$ cat config.mk
export PLATFORM = sky130hd
export DESIGN_NAME = fetch_stage
export DESIGN_NICKNAME = d
export VERILOG_FILES = /design/src/rtl/rv32i_pkg.sv /design/src/rtl/fetch_pc.sv /design/src/rtl/fetch_stage.sv
export SDC_FILE = /design/constraint.sdc
export NUM_CORES = 1
export LEC_CHECK = 0
export ABC_AREA = 1
export CORE_UTILIZATION = 46
export DETAILED_ROUTE_END_ITERATION = 6
export GPL_ROUTABILITY_DRIVEN = 0
export GPL_TIMING_DRIVEN = 1
export PLACE_DENSITY = 0.79
export SLEW_MARGIN = 40
export SYNTH_ARGS = -nofsm -noshare
export SYNTH_HDL_FRONTEND = slang
export SYNTH_HIERARCHICAL = 1
export SYNTH_SLANG_ARGS = --single-unit
$ cat constraint.sdc
create_clock -name clk -period 1.86 [get_ports clk]
set_input_delay 0.279 -clock clk [delete_from_list [all_inputs] [get_ports clk]]
set_output_delay 0.279 -clock clk [all_outputs]
set_load 0.01 [all_outputs]
$ cat src/rtl/rv32i_pkg.sv
// Shared RV32I front-end definitions: fetch FSM states, the canonical NOP
// and the default reset vector.
package rv32i_pkg;

   typedef enum logic [1:0] {
      REQ  = 2'd0,
      WAIT = 2'd1,
      DROP = 2'd2
   } fetch_state_t;

   localparam logic [31:0] INST_NOP         = 32'h0000_0013;
   localparam logic [31:0] DEFAULT_RESET_PC = '0;

endpackage

$ cat src/rtl/fetch_pc.sv
// Program counter register with redirect/increment selection; the pc is
// always word-aligned and the increment wraps modulo 2^32.
module fetch_pc
   import rv32i_pkg::*;
#(
   parameter logic [31:0] RESET_PC = DEFAULT_RESET_PC
) (
   input  logic        clk,
   input  logic        rst_n,
   input  logic        redirect_valid,
   input  logic [31:0] redirect_pc,
   input  logic        advance,
   output logic [31:0] pc
);

   logic [31:0] pc_d;
   logic [31:0] pc_q;

   always_comb begin
      pc_d = pc_q;
      if (redirect_valid) begin
         pc_d = {redirect_pc[31:2], 2'b00};
      end else if (advance) begin
         pc_d = pc_q + 32'd4;
      end
   end

   always_ff @(posedge clk or negedge rst_n) begin
      if (!rst_n) begin
         pc_q <= {RESET_PC[31:2], 2'b00};
      end else begin
         pc_q <= pc_d;
      end
   end

   assign pc = pc_q;

endmodule

$ cat src/rtl/fetch_stage.sv
// Instruction fetch stage: one outstanding imem request, registered IF/ID
// outputs, redirect squashes in-flight fetches via the DROP state.
module fetch_stage
   import rv32i_pkg::*;
#(
   parameter logic [31:0] RESET_PC = DEFAULT_RESET_PC
) (
   input  logic        clk,
   input  logic        rst_n,
   output logic        imem_req_valid,
   input  logic        imem_req_ready,
   output logic [31:0] imem_addr,
   input  logic        imem_rsp_valid,
   output logic        imem_rsp_ready,
   input  logic [31:0] imem_rsp_data,
   input  logic        redirect_valid,
   input  logic [31:0] redirect_pc,
   input  logic        id_stall,
   output logic        if_valid,
   output logic [31:0] if_inst,
   output logic [31:0] if_pc,
   output logic [31:0] if_pc_plus4
);

   fetch_state_t state_d, state_q;
   logic         if_valid_d, if_valid_q;
   logic [31:0]  if_inst_d, if_inst_q;
   logic [31:0]  if_pc_d, if_pc_q;
   logic [31:0]  pc;
   logic         advance;
   logic         load;
   logic         req_hs;
   logic         rsp_hs;

   fetch_pc #(
      .RESET_PC (RESET_PC)
   ) u_fetch_pc (
      .clk            (clk),
      .rst_n          (rst_n),
      .redirect_valid (redirect_valid),
      .redirect_pc    (redirect_pc),
      .advance        (advance),
      .pc             (pc)
   );

   // Request is gated by rst_n so it stays low for the whole reset window
   assign imem_req_valid = rst_n && (state_q == REQ);
   assign imem_addr      = {pc[31:2], 2'b00};
   assign imem_rsp_ready = (state_q == WAIT) ? (!if_valid_q || !id_stall)
                                             : (state_q == DROP);
   assign req_hs         = imem_req_valid && imem_req_ready;
   assign rsp_hs         = imem_rsp_valid && imem_rsp_ready;

   always_comb begin
      state_d = state_q;
      advance = 1'b0;
      load    = 1'b0;
      unique case (state_q)
         REQ: begin
            if (redirect_valid) begin
               state_d = req_hs ? DROP : REQ;
            end else if (req_hs) begin
               state_d = WAIT;
            end
         end
         WAIT: begin
            if (redirect_valid) begin
               state_d = rsp_hs ? REQ : DROP;
            end else if (rsp_hs) begin
               load    = 1'b1;
               advance = 1'b1;
               state_d = REQ;
            end
         end
         DROP: begin
            // A response consumed here retires the squashed request even if
            // a further redirect arrives in the same cycle.
            if (rsp_hs) begin
               state_d = REQ;
            end
         end
         default: state_d = REQ;
      endcase
   end

   always_comb begin
      if_inst_d = load ? imem_rsp_data : if_inst_q;
      if_pc_d   = load ? pc : if_pc_q;
      if (redirect_valid) begin
         if_valid_d = 1'b0;
      end else if (load) begin
         if_valid_d = 1'b1;
      end else begin
         if_valid_d = if_valid_q && id_stall;
      end
   end

   always_ff @(posedge clk or negedge rst_n) begin
      if (!rst_n) begin
         state_q    <= REQ;
         if_valid_q <= 1'b0;
         if_inst_q  <= INST_NOP;
         if_pc_q    <= RESET_PC;
      end else begin
         state_q    <= state_d;
         if_valid_q <= if_valid_d;
         if_inst_q  <= if_inst_d;
         if_pc_q    <= if_pc_d;
      end
   end

   assign if_valid    = if_valid_q;
   assign if_inst     = if_inst_q;
   assign if_pc       = if_pc_q;
   assign if_pc_plus4 = if_pc_q + 32'd4;

endmodule

### Word level (Yosys, flattened, before mapping)

Index checks and enable logic that the tools add are counted.

* output and inout bits: 131
* register bits: 99
* word-level logic and storage cells: 34

* muxes and demuxes: 15
* equality and inequality tests: 3
* $add $sub $neg: 2
* reduce and logical (&&, ||, !) cells: 9

Operators with widths (count)
* 32-bit by 3-bit adder with 32-bit output (second input constant): 2
* 32-bit 2-to-1 mux: 2
* 2-bit 2-to-1 mux: 6
* 1-bit 2-to-1 mux: 6
* 2-bit one-hot mux with 3 select lines: 1
* 1-bit logical AND: 4
* 3-bit inequality test (second input constant): 1
* 2-bit by 1-bit equality test with 1-bit output (second input constant): 1
* 2-bit equality test (second input constant): 1
* 1-bit logical NOT: 2
* 2-bit logical NOT: 1
* 2-bit nonzero test: 1
* 1-bit logical OR: 1

### Logic depth before layout (Yosys ltp)

Gate-level depths: netlist of the first run.

* word-level depth: 9
* depth in mapped cells: 11
* mapped depth without buffers: 9

### By module

The synthesis of the first run kept the hierarchy.

Modules (own cells, without submodules)
* fetch_stage: cells an instance 478, area an instance 3528.4 sq um, times used 1
* fetch_pc: cells an instance 311, area an instance 2140.8 sq um, times used 1

### Least setup slack after synthesis of the first run

OpenSTA, ideal clock, no wires.

* kind: register to register
* start: register state_q[1]
* end: register u_fetch_pc.pc_q[4], in the netlist u_fetch_pc/pc[4]
* arrival time: 1.591 ns
* buffers on the path: 4
* cell stages (with the launch flop): 11
* clock period less this slack: 1.722 ns
* path slack: 0.138 ns
* cell sequence: dfrtp_1 nor2_1 nand2_1 nor3_4 buf_6 buf_4 nor2_1 buf_2 buf_2 nand2_1 o211ai_1

* longest elaborated chain between the ends: 7
* elaborated cells between the ends (all ways): 8
* those cells by class: 2 x eq/ne; 4 x mux; 2 x reduce/logical

Ends and longest elaborated chain
* start, declared: line fetch_stage.sv:25 `fetch_state_t state_d, state_q;`
* start signal, assigned: line fetch_stage.sv:105 `state_q <= state_d;`
* 2-bit equality test / 2-bit by 1-bit equality test with 1-bit output (equally long branches): line fetch_stage.sv:50, fetch_stage.sv:49, fetch_stage.sv:58
* 1-bit 2-to-1 mux: line fetch_stage.sv:49 `assign imem_rsp_ready = (state_q == WAIT) ? (!if_valid_q || !id_stall)`
* 1-bit logical AND: line fetch_stage.sv:52 `assign rsp_hs = imem_rsp_valid && imem_rsp_ready;`
* 1-bit 2-to-1 mux: line fetch_stage.sv:69 `end else if (rsp_hs) begin`
* 1-bit 2-to-1 mux: line fetch_stage.sv:67 `if (redirect_valid) begin`
* 1-bit 2-to-1 mux *: line fetch_stage.sv:58 `unique case (state_q)`
* via advance: line fetch_stage.sv:30 `logic advance;`
* 2-bit nonzero test (no source line) *
* end signal, assigned: line fetch_pc.sv:30 `pc_q <= {RESET_PC[31:2], 2'b00};`
* end signal, assigned: line fetch_pc.sv:32 `pc_q <= pc_d;`
* end, declared: line fetch_pc.sv:17 `logic [31:0] pc_q;`

The timed path passes the listed nets; every way through them passes the cells marked *.
A chain may end at the register's enable or synchronous reset.

### Worst setup path after layout of the first run

* start: register if_pc_q[12], in the netlist if_pc[12]
* end: output if_pc_plus4[23]

* longest elaborated chain between the ends: 1

Ends and longest elaborated chain
* start, declared: line fetch_stage.sv:28 `logic [31:0] if_pc_d, if_pc_q;`
* start signal, assigned: line fetch_stage.sv:108 `if_pc_q <= if_pc_d;`
* 32-bit by 3-bit adder with 32-bit output: line fetch_stage.sv:115 `assign if_pc_plus4 = if_pc_q + 32'd4;`
* end, declared: line fetch_stage.sv:22 `output logic [31:0] if_pc_plus4`

No other way between the ends.

==> results of run 1 <==
[how the worst max path moves through the flow]
stage	from	to	slack, ps	cells after the start
after global placement	if_pc[3]$_DFFE_PN0P_	if_pc_plus4[14]	-270	7
after floorplan	state_q[1]$_DFFE_PN0P_	u_fetch_pc/pc[4]$_DFFE_PN0N_	140	10
final	if_pc[12]$_DFFE_PN0P_	if_pc_plus4[23]	-320	10
after detailed placement	if_pc[3]$_DFFE_PN0P_	if_pc_plus4[22]	-320	8
after CTS	if_pc[2]$_DFFE_PN0P_	if_pc_plus4[20]	-240	9
after global routing	if_pc[8]$_DFFE_PN0P_	if_pc_plus4[23]	-380	11
[per-layer routing]
layer	global-route usage	routed length [um]	vias up	part of all wire
li1	-	-	2992	-
met3	0.04285	1287	46	0.068
met2	0.4691	9051	287	0.48
met1	0.3873	8080	2893	0.43
met4	0.09825	565	0	0.030
met5	0	0	-	0
[registers in the layout (all words and copies together) (netlist names)]
signal         count
state_q            2
if_inst           32
if_valid           1
if_pc             32
u_fetch_pc/pc     30
[per-stage QoR]
stage / total power [uW] / worst slack (ps) / std cells / setup TNS (ps)
final: 11590 / -320.0 / 1211 / -4115
after global routing: 12200 / -380.8 / 1211 / -6024
after CTS: 11210 / -242.5 / 1205 / -3007
after detailed placement: 9288 / -318.0 / 1167 / -4404
after global placement: 9168 / -272.6 / 1167 / -3661
after floorplan: 5640 / 138.3 / 791 / 0
[what timing repair did]
| item | CTS | global route |
|---|---|---|
| setup endpoints to repair | 32 | 27 |
| pin swaps | 25 | 32 |
| hold buffers | 0 | 0 |
| resized for setup | 162 | 48 |
| buffers inserted | 24 | 7 |
[report_power, final]
part           total (uW)  leakage, uW  switching [uW]  internal [uW]
clock network        1890     0.000146             938            952
registers            3670      0.00117             745           2920
logic                6030      0.00269            2880           3140
total               11600      0.00401            4570           7020
[area by class of cell]
cell class                      count  area [um2]
Fill cell                         896        3211
Sequential cell                    97        2434
Tap cell                          147       183.9
Inverter                          101       379.1
Multi-Input combinational cell    565        2890
Clock buffer                        9       225.2
Timing Repair Buffer              285        2620
Clock inverter                      7       68.82
[worst reg2reg max path, cell delays in order, from the launching register on]
cell	delay [ps]
sky130_fd_sc_hd__dfrtp_1	500
sky130_fd_sc_hd__ha_1	240
sky130_fd_sc_hd__nand2_2	80
sky130_fd_sc_hd__nor2_4	180
sky130_fd_sc_hd__nand2_4	120
sky130_fd_sc_hd__nor2_2	160
sky130_fd_sc_hd__nand3_1	90
sky130_fd_sc_hd__nand3_1	110
sky130_fd_sc_hd__nand2_1	60
[cell families (layout without fill, tap and decap cells)]
family | Yosys count | in the layout | share of synthesized area
AO/OA/AOI/OAI | 105 | 105 | 0.1055
XOR/XNOR | 20 | 20 | 0.03090
adder cells (fa/ha/maj) | 2 | 2 | 0.004413
buffers and inverters | 129 | 402 | 0.1051
flip-flops | 97 | 97 | 0.4288
other | 2 | 4 | 0.001325
AND/OR/NAND/NOR | 434 | 434 | 0.3240
[cell usage after synthesis, drive strengths merged]
cell	instances	share of area
nand3	54	0.048
inv	101	0.067
o21bai	8	0.011
conb	2	0.0013
dfrtp	94	0.41
nand2	279	0.19
nor3	1	0.0029
clkbuf	9	0.011
xor2	20	0.031
a22oi	18	0.024
dfstp	3	0.014
o21a	1	0.0013
nor2	94	0.075
buf	19	0.027
a21oi	2	0.0018
nand3b	4	0.0053
nand4	1	0.0011
o211ai	2	0.0026
ha	2	0.0044
o21ai	74	0.065
and2	1	0.0011
==> impl_metrics.xml, run 1 <==
<?xml version="1.0" encoding="UTF-8"?>
<metrics>
  <group name="status">
    <metric name="result_of_the_run" unit="">finished, violations left</metric>
    <metric name="failed_checks" unit="">negative hold slack, negative setup slack</metric>
  </group>
  <group name="sta">
    <metric name="tightest_slew" unit="ps">554.5</metric>
    <metric name="hold_violations" unit="">34</metric>
    <metric name="slew_headroom" unit="">0.6303</metric>
    <metric name="final.period_utilization" unit="">1.172</metric>
    <metric name="fin_skew" unit="ps">11.74</metric>
    <metric name="timing.final.crit_period" unit="ps">2180</metric>
    <metric name="report.final.slew_viol_count" unit="">0</metric>
    <metric name="rsz_0062_raised_after_global_routing" unit="">yes</metric>
    <metric name="worst_hold_slack" unit="ps">-44.72</metric>
    <metric name="finalSetupViolations" unit="">25</metric>
    <metric name="least_setup_slack_across_all_paths_after_layout" unit="ps">-320.0</metric>
    <metric name="max_freq" unit="GHz">0.4587</metric>
  </group>
  <group name="worst_setup_path">
    <metric name="critPathBufInv" unit="">3</metric>
    <metric name="r2r_endpoint" unit="">u_fetch_pc/pc[30]$_DFFE_PN0N_</metric>
    <metric name="ff2ff_setup_slack" unit="ps">200</metric>
    <metric name="critPathCaptureType" unit="">output port</metric>
    <metric name="cpMostUsedCell" unit="">sky130_fd_sc_hd__nand2_1</metric>
    <metric name="data_arrival_time_of_the_critical_path" unit="ps">1900</metric>
    <metric name="cp-start-kind" unit="">register</metric>
    <metric name="critical_path_peak_fanout" unit="">3</metric>
    <metric name="cp_slowest_stage_delay" unit="ps">450</metric>
    <metric name="setup.worst_path.class" unit="">reg2out</metric>
    <metric name="crit_family" unit="">simple AND/OR/NAND/NOR gates</metric>
    <metric name="reg2regPathDepth" unit="">8</metric>
    <metric name="crit_required" unit="ps">1580</metric>
    <metric name="crit-reg2reg-launch" unit="">u_fetch_pc/pc[3]$_DFFE_PN0N_</metric>
    <metric name="worst_path_cell_chain" unit="">nand2_2, nor2_2, nand2_1, nor2_4, buf_6, buf_6, nand2_2, nand2_1, nand2_1, buf_2</metric>
    <metric name="highest_delay_cell_along_the_critical_path" unit="">sky130_fd_sc_hd__dfrtp_1</metric>
  </group>
  <group name="grt">
    <metric name="antenna_found_initial" unit="">0</metric>
    <metric name="first_pass_grt_wire_length" unit="um">28320</metric>
    <metric name="grt_overflow_total" unit="">0</metric>
    <metric name="grt_util_all_layers" unit="">0.2858</metric>
    <metric name="maximum_number_of_pins_on_one_net_before_global_route_repair" unit="">98</metric>
    <metric name="grt_pass1_vias" unit="">5672</metric>
  </group>
  <group name="floorplanning">
    <metric name="core" unit="um2">12010</metric>
    <metric name="ioPinCount" unit="">201</metric>
    <metric name="die_area" unit="um2">12770</metric>
    <metric name="core.rowCount" unit="">40</metric>
    <metric name="die_h" unit="um">113.0</metric>
    <metric name="die_width" unit="um">113.0</metric>
    <metric name="starting_utilization_of_the_core_area" unit="">0.4720</metric>
  </group>
  <group name="cells_and_area">
    <metric name="finalNetCount" unit="">1131</metric>
    <metric name="layout-drive-gt1-share" unit="">0.2039</metric>
    <metric name="final_area" unit="um2">8801</metric>
    <metric name="area_growth" unit="%">55.24</metric>
    <metric name="final_util" unit="">0.7327</metric>
    <metric name="layout.cells.most_common_list" unit="">251 x sky130_fd_sc_hd__nand2_1, 161 x sky130_fd_sc_hd__clkdlybuf4s50_1, 98 x sky130_fd_sc_hd__inv_1, 92 x sky130_fd_sc_hd__dfrtp_1, 70 x sky130_fd_sc_hd__o21ai_0</metric>
    <metric name="layout_commonest_cell" unit="">sky130_fd_sc_hd__nand2_1</metric>
    <metric name="insertedDiodeCount" unit="">0</metric>
  </group>
  <group name="routing">
    <metric name="dr.first_iter.drc_count" unit="">566</metric>
    <metric name="postRouteAntennaNets" unit="">0</metric>
    <metric name="via_per_inst" unit="">5.135</metric>
    <metric name="drc_errors" unit="">0</metric>
    <metric name="detailroute.via_count" unit="">6218</metric>
    <metric name="routed_wl" unit="um">18990</metric>
    <metric name="wire_per_inst" unit="um">15.68</metric>
    <metric name="drt-pass1-iter-count" unit="">5</metric>
  </group>
  <group name="yosys">
    <metric name="synth.ff_latch_count" unit="">97</metric>
    <metric name="yosys_warnings" unit="">6</metric>
    <metric name="synth.yosys.seq_area_share" unit="">0.4288</metric>
    <metric name="syn_area" unit="um2">5669</metric>
    <metric name="synth_cell_type_count" unit="">29</metric>
    <metric name="synth_cells" unit="">789</metric>
    <metric name="syn_avg_cell_area" unit="um2">7.185</metric>
  </group>
  <group name="pwr">
    <metric name="power_density_cells" unit="nW/um2">1316</metric>
    <metric name="leakage" unit="uW">0.004013</metric>
    <metric name="vdd_ir_drop_max" unit="V">0.0005348</metric>
  </group>
  <group name="clocking">
    <metric name="clock_tree_root_driver_cell" unit="">sky130_fd_sc_hd__clkbuf_16</metric>
    <metric name="cts_tree" unit="">built</metric>
    <metric name="h-tree-depth" unit="">3</metric>
    <metric name="tritoncts.num_buffers" unit="">9</metric>
    <metric name="worstSkewPairLatency" unit="ps">360</metric>
    <metric name="clkSlewWorstSetupHoldPaths" unit="ps">70</metric>
    <metric name="clock_sinks" unit="">97</metric>
    <metric name="ctsLongestPathBuffers" unit="">2</metric>
  </group>
  <group name="min_path">
    <metric name="tightest_hold_check_type" unit="">in2async</metric>
  </group>
  <group name="job">
    <metric name="drv.max_cap_violation_count" unit="">0</metric>
  </group>
  <group name="placed_design">
    <metric name="dp.final_hpwl" unit="um">12740</metric>
    <metric name="place_area" unit="um2">8124</metric>
    <metric name="io_buffer_count" unit="">196</metric>
  </group>
</metrics>
(Power assumes the default switching activity.)
==> run 2, diff against run 1 <==
GPL_ROUTABILITY_DRIVEN = default   (was 0)
==> run 2 against run 1 <==
The flow still finishes with violations (negative hold slack, negative setup slack). Register-to-register slack worse by 50 ps. Critical path depth decreased by 1. Clock skew fell by 4.2 ps. Routed wire length is 0.45% higher. Flip-flop and latch count unchanged. Setup slack improved by 81 ps. Sequential power grew 1%. Critical path type unchanged. Largest cell class unchanged. Largest power group unchanged.
==> impl_metrics.xml, run 2 (synthesis results as in run 1) <==
<?xml version="1.0" encoding="UTF-8"?>
<metrics>
  <group name="status">
    <metric name="result_of_the_run" unit="">finished, violations left</metric>
    <metric name="failed_checks" unit="">negative hold slack, negative setup slack</metric>
  </group>
  <group name="sta">
    <metric name="rsz_0062_raised_after_global_routing" unit="">yes</metric>
    <metric name="fin_skew" unit="ps">7.518</metric>
    <metric name="total_negative_setup_slacks" unit="ps">-3555</metric>
    <metric name="final.period_utilization" unit="">1.128</metric>
    <metric name="finalSetupViolations" unit="">27</metric>
    <metric name="slew_headroom" unit="">0.6499</metric>
    <metric name="max_freq" unit="GHz">0.4765</metric>
    <metric name="hold_violations" unit="">2</metric>
    <metric name="least_setup_slack_across_all_paths_after_layout" unit="ps">-238.8</metric>
    <metric name="report.final.slew_viol_count" unit="">0</metric>
    <metric name="timing.final.crit_period" unit="ps">2099</metric>
    <metric name="tightest_slew" unit="ps">525.1</metric>
    <metric name="worst_hold_slack" unit="ps">-5.874</metric>
  </group>
  <group name="worst_setup_path">
    <metric name="crit-reg2reg-launch" unit="">u_fetch_pc/pc[3]$_DFFE_PN0N_</metric>
    <metric name="critical_path_peak_fanout" unit="">3</metric>
    <metric name="setup.worst_path.class" unit="">reg2out</metric>
    <metric name="critPathCaptureType" unit="">output port</metric>
    <metric name="reg2regPathDepth" unit="">8</metric>
    <metric name="r2r_endpoint" unit="">u_fetch_pc/pc[28]$_DFFE_PN0N_</metric>
    <metric name="ff2ff_setup_slack" unit="ps">150</metric>
    <metric name="cp-start-kind" unit="">register</metric>
    <metric name="crit_required" unit="ps">1580</metric>
    <metric name="data_arrival_time_of_the_critical_path" unit="ps">1820</metric>
  </group>
  <group name="clocking">
    <metric name="post_cts_hold_buffer_count" unit="">0</metric>
    <metric name="h-tree-depth" unit="">3</metric>
    <metric name="cts_tree" unit="">built</metric>
    <metric name="worstSkewPairLatency" unit="ps">350</metric>
    <metric name="tritoncts.num_buffers" unit="">9</metric>
    <metric name="clock_sinks" unit="">97</metric>
    <metric name="clock_tree_root_driver_cell" unit="">sky130_fd_sc_hd__clkbuf_16</metric>
    <metric name="clkSlewWorstSetupHoldPaths" unit="ps">70</metric>
    <metric name="ctsLongestPathBuffers" unit="">2</metric>
  </group>
  <group name="job">
    <metric name="drv.max_cap_violation_count" unit="">0</metric>
  </group>
  <group name="floorplanning">
    <metric name="ioPinCount" unit="">201</metric>
    <metric name="die_h" unit="um">113.0</metric>
    <metric name="starting_utilization_of_the_core_area" unit="">0.4720</metric>
    <metric name="core.rowCount" unit="">40</metric>
    <metric name="die_width" unit="um">113.0</metric>
    <metric name="core" unit="um2">12010</metric>
    <metric name="die_area" unit="um2">12770</metric>
  </group>
  <group name="grt">
    <metric name="antenna_found_initial" unit="">0</metric>
    <metric name="grt_overflow_total" unit="">0</metric>
    <metric name="first_pass_grt_wire_length" unit="um">28320</metric>
    <metric name="grt_util_all_layers" unit="">0.2831</metric>
    <metric name="maximum_number_of_pins_on_one_net_before_global_route_repair" unit="">98</metric>
    <metric name="grt_pass1_vias" unit="">5736</metric>
  </group>
  <group name="cells_and_area">
    <metric name="finalNetCount" unit="">1131</metric>
    <metric name="layout.cells.most_common_list" unit="">249 x sky130_fd_sc_hd__nand2_1, 160 x sky130_fd_sc_hd__clkdlybuf4s50_1, 98 x sky130_fd_sc_hd__inv_1, 92 x sky130_fd_sc_hd__dfrtp_1, 70 x sky130_fd_sc_hd__o21ai_0</metric>
    <metric name="insertedDiodeCount" unit="">0</metric>
    <metric name="layout_commonest_cell" unit="">sky130_fd_sc_hd__nand2_1</metric>
    <metric name="layout-drive-gt1-share" unit="">0.2096</metric>
    <metric name="area_growth" unit="%">56.43</metric>
    <metric name="filler_cell_count" unit="">884</metric>
    <metric name="layout.cells.non_filler" unit="">1211</metric>
  </group>
  <group name="placed_design">
    <metric name="dp_cells" unit="">1167</metric>
    <metric name="io_buffer_count" unit="">196</metric>
    <metric name="place_congestion" unit="">0.8785</metric>
    <metric name="dp.final_hpwl" unit="um">12680</metric>
    <metric name="post-place-ws" unit="ps">-387.4</metric>
  </group>
  <group name="routing">
    <metric name="detailroute.via_count" unit="">6290</metric>
    <metric name="drt-pass1-iter-count" unit="">5</metric>
    <metric name="routed_wl" unit="um">19070</metric>
    <metric name="postRouteAntennaNets" unit="">0</metric>
    <metric name="dr.first_iter.drc_count" unit="">465</metric>
    <metric name="drc_errors" unit="">0</metric>
    <metric name="via_per_inst" unit="">5.194</metric>
    <metric name="wire_per_inst" unit="um">15.75</metric>
  </group>
  <group name="min_path">
    <metric name="tightest_hold_check_type" unit="">in2async</metric>
  </group>
  <group name="pwr">
    <metric name="power_density_cells" unit="nW/um2">1309</metric>
    <metric name="leakage" unit="uW">0.004048</metric>
    <metric name="vdd_ir_drop_max" unit="V">0.0005246</metric>
  </group>
</metrics>
## run 2: changes by cell type in the layout (fill, tap and decap cells not counted), sizes merged
cell | before | now
clkbuf | 11 | 16
buf | 115 | 111
dlygate4sd2 | 7 | 3
dlymetal6s2s | 0 | 3
clkdlybuf4s15 | 0 | 1
clkdlybuf4s50 | 161 | 160
## run 2: report_power, final
part	total (uW)	switching (uW)	internal [uW]
clock network	1850	895	951
logic	6060	2890	3160
registers	3710	783	2920
total	11600	4570	7040
## run 2: worst max-delay path, stage by stage, from the launching register on
cell and delay [ps]:
sky130_fd_sc_hd__dfrtp_1 480, sky130_fd_sc_hd__nand2_2 150, sky130_fd_sc_hd__nor2_2 180, sky130_fd_sc_hd__nand2_2 100, sky130_fd_sc_hd__nor2_4 140, sky130_fd_sc_hd__buf_4 150
sky130_fd_sc_hd__nand2_1 50, sky130_fd_sc_hd__nand2_1 60, sky130_fd_sc_hd__nand2_1 50, sky130_fd_sc_hd__clkbuf_2 120
## run 2: how the worst max path moves through the flow
stage	to	startpoint	cells after the start	slack, ps
final	if_pc_plus4[31]	if_pc[9]$_DFFE_PN0P_	9	-240
after global routing	if_pc_plus4[31]	if_pc[9]$_DFFE_PN0P_	9	-340
after CTS	if_pc_plus4[20]	if_pc[3]$_DFFE_PN0P_	9	-240
after detailed placement	if_pc_plus4[14]	if_pc[3]$_DFFE_PN0P_	7	-390
after global placement	if_pc_plus4[20]	if_pc[3]$_DFFE_PN0P_	9	-300
after floorplan	u_fetch_pc/pc[4]$_DFFE_PN0N_	state_q[1]$_DFFE_PN0P_	10	140
## run 2: timing repair
action | CTS | global route
pin swaps | 28 | 33
endpoints found under the setup margin | 31 | 30
gates cloned | 0 | 0
setup buffers | 23 | 7
resized for setup | 145 | 77
## run 2: stage by stage
step	area, um2	util	total power [uW]	hold slack [ps]
final	8869	0.7383	11610	-5.874
after global routing	8869	0.7383	12290	26.59
after CTS	8692	0.7236	11220	21.65
after detailed placement	8124	0.6764	9270	390.2
after global placement	8124	0.6764	9157	386.8
after floorplan	5677	-	5640	-16.59
## run 2: layout make-up
type / count / area [um2] / area share
inverters: 101 / 381.6 / 0.04303
clock buffers: 9 / 225.2 / 0.02540
repair buffers: 285 / 2630 / 0.2966
flip-flops and latches: 97 / 2434 / 0.2744
clock inverters: 7 / 71.32 / 0.008042
multi-input cells: 565 / 2943 / 0.3318
well taps: 147 / 183.9 / 0.02074
## run 2: routing by layer
metal | wire [um] | track usage | share of wire | up-vias
li1 | - | - | - | 2992
met1 | 7960 | 0.3852 | 0.42 | 2952
met2 | 9330 | 0.4720 | 0.49 | 288
met3 | 1204 | 0.03160 | 0.063 | 58
met4 | 574 | 0.09649 | 0.030 | 0
met5 | 0 | 0 | 0 | -
==> RTL edit 1, RTL diff (flow settings as in run 1) <==
Re-encode `fetch_state_t` (3 states) as one-hot, 3 bits wide.
--- a/src/rtl/rv32i_pkg.sv
+++ b/src/rtl/rv32i_pkg.sv
@@ -4,6 +4,6 @@
 
-   typedef enum logic [1:0] {
-      REQ  = 2'd0,
-      WAIT = 2'd1,
-      DROP = 2'd2
+   typedef enum logic [2:0] {
+      REQ  = 3'b001,
+      WAIT = 3'b010,
+      DROP = 3'b100
    } fetch_state_t;
Formal check against the unedited RTL: same outputs for any inputs over 4 cycles, from zero or initial values and one cycle with rst_n low; so few cycles prove little.
==> RTL edit 1 against run 1 <==
  * The run ends with negative setup slack left
  * Cell area rose by 4.8%
  * Core utilization rose by 3.5 points
  * Global-route usage fell by 0.22 points
  * Routed wire length rose by 4.8%
  * Synthesized area rose by 0.18%
  * Power fell by 16%
  * Synthesized cell count rose by 3.0%
  * Setup slack improved by 39 ps
  * Sequential cell count rose by 1
  * Highest routed layer unchanged
==> RTL edit 1: results (changes against run 1) <==
Status
  • Status: finished with violations
  • Failing checks: negative setup slack

STA
  • Fin Setup TNS: -3220 ps (+895 ps)
  • Relative slew margins: 57.8% (-5.2 points)
  • PnR worst setup slack: -281 ps (+39.0 ps)
  • WHS: 252 ps (+296 ps)
  • Endpoints failing setup: 26 (+4.0%)

Clocking
  • Setup bufs post-CTS: 27 (+13%)

GRT
  • Met2 GRT Util: 45.8% (-1.1 points)
  • First-pass GRT wire length: 28700 µm (+1.2%)
  • Met1 GRT Util: 37.9% (-0.85 points)
  • Met3 Use GR: 4.23% (-0.054 points)

Drt
  • WL final: 19900 µm (+4.8%)
  • M1 WL: 7980 µm (-1.2%)
  • Starting DRT DRC Count: 486 (-14%)
  • Routed length on met3: 1270 µm (-1.1%)

Yosys
  • Register area share after synthesis: 43.3% (+0.39 points)
  • Post-synth top cells: nand2_1 (397), dfrtp_1 (94), nor2_1 (82)

Final layout
  • Fillers: 829 (-7.5%)
  • Multi-input logic portion of the cell area: 35.1% (+2.3 points)
  • Buffering overhead: 30.7% (+0.90 points)
  • Clock buffers: 12 (+3)
  • Non-clk bufs: 310 (+8.8%)

Setup path
  • Crit path from: if_pc[6]$_DFFE_PN0P_
  • Worst r2r path cells: 9 (+1)
  • Reg-to-reg endpoint: u_fetch_pc/pc[19]$_DFFE_PN0N_
  • Worst-path fanout max: 4 (+1)

Power and ir drop
  • LEAKAGE: 4.60 nW (+15%)
  • Peak supply drop: 487 µV (-8.9%)
  • Seq power: 3.46 mW (-5.7%)
  • Power share of the combinational group: 44.9% (-7.1 points)
[RTL edit 1: cell types whose count changed after synthesis, sizes merged, moves of 2 or more]
| cell | change |
|---|---|
| o21ai | -65 |
| nand3b | -2 |
| nand4 | +2 |
| a21oi | +4 |
| xnor2 | +6 |
| nand3 | +4 |
| nor2 | +3 |
| nand2 | +127 |
| xor2 | -6 |
| inv | -48 |
[RTL edit 1: cell families (layout without fill, tap and decap cells)]
logic type               count (synthesis)  after routing  share of synthesized area, %
XOR/XNOR                                20             20                          3.08
flip-flops                              98             98                          43.3
AO/OA/AOI/OAI                           43             43                          5.02
AND/OR/NAND/NOR                        567            567                          41.2
other                                    2              4                         0.132
adder cells (fa/ha/maj)                  2              2                         0.441
buffers and inverters                   81            380                          6.85
[RTL edit 1: stage by stage]
stage                     worst slack [ps]  instance area [µm²]
after floorplan                        180                 5690
after global routing                  -325                 9230
after CTS                             -201                 8800
after detailed placement              -218                 8210
final                                 -281                 9230
after global placement                -182                 8200
==> RTL edit 2, RTL diff (config.mk and constraints of run 1) <==
Without the edit above. Reset style: synchronous (`rst_n`), changed in 2 clocked blocks.
--- a/src/rtl/fetch_pc.sv
+++ b/src/rtl/fetch_pc.sv
@@ -27,3 +27,3 @@
 
-   always_ff @(posedge clk or negedge rst_n) begin
+   always_ff @(posedge clk) begin
       if (!rst_n) begin
--- a/src/rtl/fetch_stage.sv
+++ b/src/rtl/fetch_stage.sv
@@ -97,3 +97,3 @@
 
-   always_ff @(posedge clk or negedge rst_n) begin
+   always_ff @(posedge clk) begin
       if (!rst_n) begin
Formal check against the unedited RTL: differs if rst_n is asserted again (counterexample within 4 cycles, from zero or initial values and one cycle with rst_n low); with rst_n held inactive, the same outputs for 4 cycles.
==> RTL edit 2 against run 1 <==
  * The run ends with negative setup slack left
  * Routed wire length up 4.6%
  * Count of clock-buffer cells in the layout increased by 1
  * Cell area rose by 1.9%
  * Sequential cell count unchanged
  * Setup slack improved by 140 ps
  * Clock skew shrank 4.5 ps
  * Synthesized area increased by 1.7%
  * First-iteration DRC count is 17% lower
  * Worst hold slack gained 290 ps
Power is not compared: it rests on default switching activity, and its combinational part moved more than twofold at a synthesized area within 25%.
==> RTL edit 2: results (changes against run 1) <==
Status
  • Status: finished with violations
  • Failing checks: negative setup slack

Final layout
  • Multi-input gates: 705 (+25%)
  • Non-clk bufs: 275 (-3.5%)
  • Final Util: 74.0% (+0.77 points)
  • Area of the multi-input gates: 3540 µm² (+23%)
  • Buffering overhead: 28.0% (-1.8 points)
  • Share of cells above drive strength 1: 23.4% (+3.0 points)

Yosys
  • Synth Area in XOR/XNOR: 3.04% (-0.053 points)
  • Synth Area in Compound Gates: 6.96% (-3.6 points)
  • Ys async rst share: 0% (-100 points)
  • Post-Syn Instances: 938 (+19%)
  • Post-synth top area share: 33.7% (-7.8 points)
  • Ranking of synthesized cells by area: dfxtp_1 (34%), nand2_1 (21%), nor2_1 (12%)
  • Post-synth top cells: nand2_1 (316), nor2_1 (179), dfxtp_1 (97)
  • Post-Syn Area: 5770 µm² (+1.7%)
  • Synth Area in Adders: 0.434% (-0.0076 points)

Placement
  • Placed cell areas: 8280 µm² (+1.9%)
  • Place WS: -263 ps (+54.6 ps)

GRT
  • Gr usage total: 29.1% (+0.50 points)
  • Largest net degree at the start of global routing: 73 (-26%)
  • First-pass GRT wire length: 30100 µm (+6.2%)

STA
  • PnR worst setup slack: -183 ps (+137 ps)
  • Endpoints failing setup: 21 (-16%)

Worst hold path
  • Hold WC Path Type: input port to flop

Setup path
  • Crit path largest cell delay: 370 ps (-80 ps)
  • Slowest-stage cell, CP: dfxtp_2
[RTL edit 2: worst min-delay path, stage by stage]
cell	delay, ps
buf_2	150
inv_1	80
a21oi_1	40
[RTL edit 2: logic make-up after synthesis]
kind of cell / after synthesis
compound gates: 65
xor+xnor: 20
fa+ha+maj: 2
buf+inv: 138
flops: 97
other cells: 2
simple gates: 614
[RTL edit 2: metal layers]
layer  track usage (%)  part of all wire [%]  wire [µm]  vias to the layer above
li1                  -                     -          -                     3360
met1              36.9                    41       8190                     3022
met2              49.3                    48       9460                      337
met3              4.30                   7.7       1540                       63
met4              12.1                   3.4        669                        0
met5                 0                     0          0                        -
[RTL edit 2: final timing paths]
check	from	to	slack (ps)	depth (start not counted)
worst min-delay path	rst_n	state_q[1]$_SDFFE_PN0P_	250	3
worst min register to register	if_inst[1]$_SDFFE_PN1P_	if_inst[1]$_SDFFE_PN1P_	480	2
worst max-delay path	if_pc[2]$_SDFFE_PN0P_	if_pc_plus4[28]	-180	9
worst max register to register	u_fetch_pc/pc[2]$_SDFFE_PN0P_	u_fetch_pc/pc[22]$_SDFFE_PN0P_	230	9
[RTL edit 2: timing repair]
action	in CTS	in global routing
setup endpoints to repair	29	27
gates cloned	0	0
resized for setup	170	75
setup buffers	8	6
pin swaps	21	36
hold buffers	0	0
[RTL edit 2: power groups by stage]
stage	logic [mW]	clock network (mW)	registers, mW
2_1_floorplan	0.314	0	2.34
3_3_place_gp	0.818	0	2.32
3_5_place_dp	0.826	0	2.33
4_1_cts	0.817	2.09	2.28
5_1_grt	0.902	2.19	2.29
6_report	0.828	2.08	2.28
